**src/rtl/cpu_sequencer.sv**
```systemverilog
// cpu_sequencer: FETCH/EXEC phase sequencer with run/halt/step control and halted-only loader RAM write port.
// Define SEQ_INSTRET_EN to build the retired-instruction counter; otherwise instret is tied to 0.
module cpu_sequencer #(
  parameter int HALT_DEST = 7,
  parameter int COUNT_W   = 16
) (
  input  logic               clk,
  input  logic               reset,
  input  logic               run,
  input  logic               step,
  input  logic               halt_req,
  input  logic [7:0]         ir,
  input  logic               ld_req,
  input  logic [7:0]         ld_addr,
  input  logic [7:0]         ld_data,
  output logic               ld_ack,
  output logic               ir_load,
  output logic               pc_inc,
  output logic               exec_en,
  output logic               mem_sel_loader,
  output logic               mem_we_loader,
  output logic               halted,
  output logic [1:0]         state,
  output logic [COUNT_W-1:0] instret
);
  typedef enum logic [1:0] {S_HALTED = 2'd0, S_FETCH = 2'd1, S_EXEC = 2'd2, S_LOAD = 2'd3} state_t;
  state_t r_state;
  logic   r_step;
  logic   w_halt_op, w_imm_src, w_unused;
  assign w_halt_op = ir[2:0] == 3'(HALT_DEST);
  assign w_imm_src = ir[5:3] == 3'd0 && ir[2:0] != 3'd1;
  // loader address/data are muxed into RAM outside this block
  assign w_unused  = &{1'b0, ir[7:6], ld_addr, ld_data};
  always_ff @(posedge clk or posedge reset) begin
    if (reset) begin
      r_state <= S_HALTED;
      r_step  <= 1'b0;
    end else begin
      case (r_state)
        S_HALTED: begin
          if (ld_req) r_state <= S_LOAD;
          else if (step) begin
            r_state <= S_FETCH;
            r_step  <= 1'b1;
          end else if (run && !halt_req) begin
            r_state <= S_FETCH;
            r_step  <= 1'b0;
          end
        end
        S_FETCH: r_state <= S_EXEC;
        S_EXEC: begin
          if (w_halt_op || r_step || halt_req || !run) begin
            r_state <= S_HALTED;
            r_step  <= 1'b0;
          end else r_state <= S_FETCH;
        end
        default: r_state <= S_HALTED;
      endcase
    end
  end
`ifdef SEQ_INSTRET_EN
  logic [COUNT_W-1:0] r_instret;
  always_ff @(posedge clk or posedge reset) begin
    if (reset) r_instret <= '0;
    else if (r_state == S_EXEC) r_instret <= r_instret + COUNT_W'(1);
  end
  assign instret = r_instret;
`else
  assign instret = '0;
`endif
  assign state          = r_state;
  assign halted         = r_state == S_HALTED;
  assign ir_load        = r_state == S_FETCH;
  assign pc_inc         = r_state == S_FETCH || (r_state == S_EXEC && w_imm_src);
  assign exec_en        = r_state == S_EXEC && !w_halt_op;
  assign ld_ack         = r_state == S_LOAD;
  assign mem_sel_loader = r_state == S_LOAD;
  assign mem_we_loader  = r_state == S_LOAD;
endmodule

```
**config.mk**
```make
export PLATFORM = sky130hd
export DESIGN_NAME = cpu_sequencer
export DESIGN_NICKNAME = d
export VERILOG_FILES = /design/src/rtl/cpu_sequencer.sv
export SDC_FILE = /design/constraint.sdc
export NUM_CORES = 1
export LEC_CHECK = 0
export ABC_AREA = 1
export CAP_MARGIN = 20
export CORE_UTILIZATION = 23
export DETAILED_ROUTE_END_ITERATION = 10
export GPL_TIMING_DRIVEN = 0
export PLACE_DENSITY_LB_ADDON = 0.05
export REMOVE_ABC_BUFFERS = 1
export SYNTH_ARGS = -nofsm -noshare
export SYNTH_HDL_FRONTEND = slang
export SYNTH_SLANG_ARGS = --single-unit
```
**constraint.sdc**
```tcl
create_clock -name clk -period 1.26 [get_ports clk]
set_input_delay 0.252 -clock clk [delete_from_list [all_inputs] [get_ports clk]]
set_output_delay 0.252 -clock clk [all_outputs]
set_load 0.02 [all_outputs]
```
==> key figures <==
STA
  – Final worst clock skew: 0.002494 ns
  – Min Tclk post-route: 1.398 ns
  – Maximum clock rate: approximately 700 MHz
  – Max-slew violation count: 0
  – TNS Setup: -0.4283 ns
  – Final hold vios: 0
  – Crit share post-route: 111.0%
  – Final setup margin: -0.1381 ns
  – Setup Viol. Count Final: 6
  – RSZ-0062 raised after global routing: yes

Job
  – Max cap viols: 0

Routing
  – Pre-antenna DRT Iters: 1
  – Avg Vias per Cell: 3.840
  – WL/cell: 8.280 microns
  – Met3 Wirelength: around 88 microns
  – DRC: 0
  – DRT Wirelength: 828 microns
  – Via Count: 384
  – Antenna viol nets, final: 0
  – Met2 WL post-DR: roughly 420 microns
  – Drt first-iter violations: 0
  – WL met1: 305 microns
  – Max layer used: met4

Placed design
  – Final GP Congestion: between 0.7 and 0.8
  – Final HPWL DP: 658.9 microns
  – # port buffers: 20

Floorplan
  – Initial Util: 24.71%
  – Ports: 55
  – Die W: 42.47 microns
  – Die H: ~42 microns
  – Core area: 0.001524 sq mm
  – Die area: 0.001803 sq mm
  – Row count: 14

Clock network
  – Worst-path clk slew: roughly 0.04 ns
  – H-tree levels: 1
  – TritonCTS clock tree: yes
  – CTS Buf Count: 3
  – CTS Buffer Depth: 2
  – CTS Sinks: 3
  – Hold-fix buffers, CTS: 0
  – Clock Latency Late Sink: 0.23 ns
  – CTS Root Cell: clkbuf_4

Final layout
  – Register area: slightly below 80 sq um
  – Net count, final: 115
  – Area growth, synth to finish: 55.15%
  – # fillers: between 150 and 200
  – # diodes: 0
  – Share of layout cells above drive strength 1: 30.95%
  – Area of the multi-input gates: 203.9 sq um

Critical path
  – CP Class: input pin to output pin
  – Reg2Reg Depth: 7
  – R2R setup slack: roughly 0.13 ns
  – CP Max Fanout: 1
  – CP max stage cell: clkdlybuf4s50_1
  – CP arrival: ~1.2 ns
  – Crit path required time: 1.01 ns
  – R2R Path Start: state[0]$_DFFE_PP0P_
  – CP delay by family, top: buffers and inverters
  – Crit end category: output pin
  – Reg2reg end: r_step$_DFFE_PP0P_
  – Startpoint Class: input pin
  – Max stage delay on crit path: 0.41 ns
  – Worst Path Buf+Inv: 2
  – Crit-path cells: clkdlybuf4s50_1 > nor3_2 > o211ai_1 > o21ai_1 > buf_4

Synthesis
  – Compound-Gate Fraction of Synth Area: 10.30%
  – Yosys cell types: 16
  – Simple-gate area share of the yosys netlist: around 22%
  – Register area share after synthesis: 19.93%
  – Combinational family with the most area after synthesis: buffers and inverters
  – Yosys warns: 0
  – Async set or reset register ratio after synthesis: 100.0%
  – Ys flop type: dfrtp_1
  – Synth Instances: 58
  – Adder-Cell Fraction of Synth Area: 0%
  – Syn Area/Cell: 6.493 sq um
  – Seq cells post-synth: 3
  – Post-synth EDFFs: 0
  – Mux cell area share after synthesis: 0%
  – Mapped Area: between 300 and 400 sq um
  – XOR/XNOR Fraction of Synth Area: 0%

Global routing
  – Vias in the first global route: 376
  – First-pass GRT wire length: 1.407 mm
  – Tot GR Track Use: 10.35%
  – Largest net degree at the start of global routing: 6
  – Grt total ovfl: 0
  – Initial antenna violation count: 0

Outcome
  – Failing checks: setup timing
  – Status: complete, but fails checks

Pwr
  – Worst IR drop on VDD: 969.9 uV
  – Power density cells: roughly 2200 mW/mm^2
  – Leak: 0.3399 nW
  – Tot Pwr: between 1 and 1.5 mW

Min path
  – Hold Crit Class: input pin to asynchronous set/reset pin
-- timing repair --
action,4_1_cts,5_1_grt
buffers inserted,5,0
gates resized for setup,53,4
endpoints found under the setup margin,9,8
pin swaps,3,4
-- synth_stat cells (2+ instances only) --
| cell type | count | area share (%) |
|---|---|---|
| buf_4 | 18 | 36 |
| dfrtp_1 | 3 | 20 |
| inv_1 | 9 | 9.0 |
| inv_2 | 2 | 2.0 |
| nand2_1 | 8 | 8.0 |
| nand3_1 | 4 | 5.3 |
| nor2_1 | 4 | 4.0 |
| o21ai_0 | 2 | 2.7 |
-- final cells by class --
class                      instances  share of cell area (%)
inverter                          11                   7.066
multi-input combinational         41                   34.90
timing repair buffer              25                   36.83
clock buffer                       4                   4.497
tap                               16                   3.426
sequential                         3                   13.28
-- placed cells by master (no fill, tap or decap) --
| cell type | synthesis | final |
|---|---|---|
| conb_1 | 1 | 16 |
| inv_1 | 9 | 9 |
| nand2_1 | 8 | 8 |
| clkdlybuf4s50_1 | 0 | 7 |
| buf_4 | 18 | 7 |
| buf_2 | 0 | 4 |
| nand3_1 | 4 | 3 |
| nor2_1 | 4 | 3 |
| clkbuf_4 | 0 | 3 |
| dlygate4sd2_1 | 0 | 3 |
| buf_6 | 0 | 3 |
| nor2_4 | 0 | 2 |
| inv_2 | 2 | 2 |
| dfrtp_2 | 0 | 2 |
| a21oi_2 | 1 | 1 |
| nand3_2 | 0 | 1 |
| nand4_1 | 1 | 1 |
| o21a_1 | 1 | 1 |
| nor3_2 | 0 | 1 |
| o211ai_1 | 1 | 1 |
| o21ai_1 | 0 | 1 |
| o21ai_0 | 2 | 1 |
| a21oi_1 | 1 | 1 |
| clkbuf_1 | 0 | 1 |
| dlymetal6s2s_1 | 0 | 1 |
| dfrtp_1 | 3 | 1 |
-- worst max path at each step --
stage,from,endpoint,slack [ns],depth (start not counted)
after floorplan,state[0]$_DFFE_PP0P_,pc_inc,-0.12,2
after global placement,ir[4],pc_inc,-0.68,5
after detailed placement,ir[4],pc_inc,-0.67,5
after CTS,ir[5],pc_inc,-0.19,5
after global routing,state[0]$_DFFE_PP0P_,pc_inc,-0.21,4
final,ir[3],pc_inc,-0.14,5
-- worst reg2reg max path: stages, from the launching register on --
cell and delay [ns]:
dfrtp_2 0.44, buf_4 0.15, nor2_4 0.09, nand3_1 0.09, nand2_1 0.09, inv_2 0.04
nand3_1 0.05, nand2_1 0.06
-- stage by stage --
stage / utilization (%) / std cells / hold slack, ns / instance area [sq um] / setup slack, ns
after floorplan: - / 55 / 0.005644 / 297.8 / -0.1216
after global placement: 33.99 / 91 / 0.4346 / 518.0 / -0.6814
after detailed placement: 33.99 / 91 / 0.4354 / 518.0 / -0.6651
after CTS: 37.85 / 100 / 0.1802 / 576.8 / -0.1913
after global routing: 38.34 / 100 / 0.1885 / 584.3 / -0.2136
final: 38.34 / 100 / 0.1840 / 584.3 / -0.1381
-- flip-flops by register name (all words and copies together) (netlist names) --
signal	cells
r_step	1
state	2
-- metal layers --
layer,global-route usage [%],up-vias
li1,-,194
met3,2.155,2
met4,7.500,0
met2,18.46,25
met1,10.44,163
met5,0,-
-- cell families (layout without fill, tap and decap cells) --
kind of cell | after synthesis | in the layout
DFF | 3 | 3
and+or+nand+nor | 19 | 19
AOI/OAI and AO/OA | 6 | 6
other | 1 | 16
buffers and inverters | 29 | 40
-- power by group --
group | internal [mW] | switching, mW
sequential | 0.150 | 0.0536
combinational | 0.398 | 0.507
clock | 0.119 | 0.0506
total | 0.667 | 0.611
Note: power is estimated with default switching activity, not from simulation.
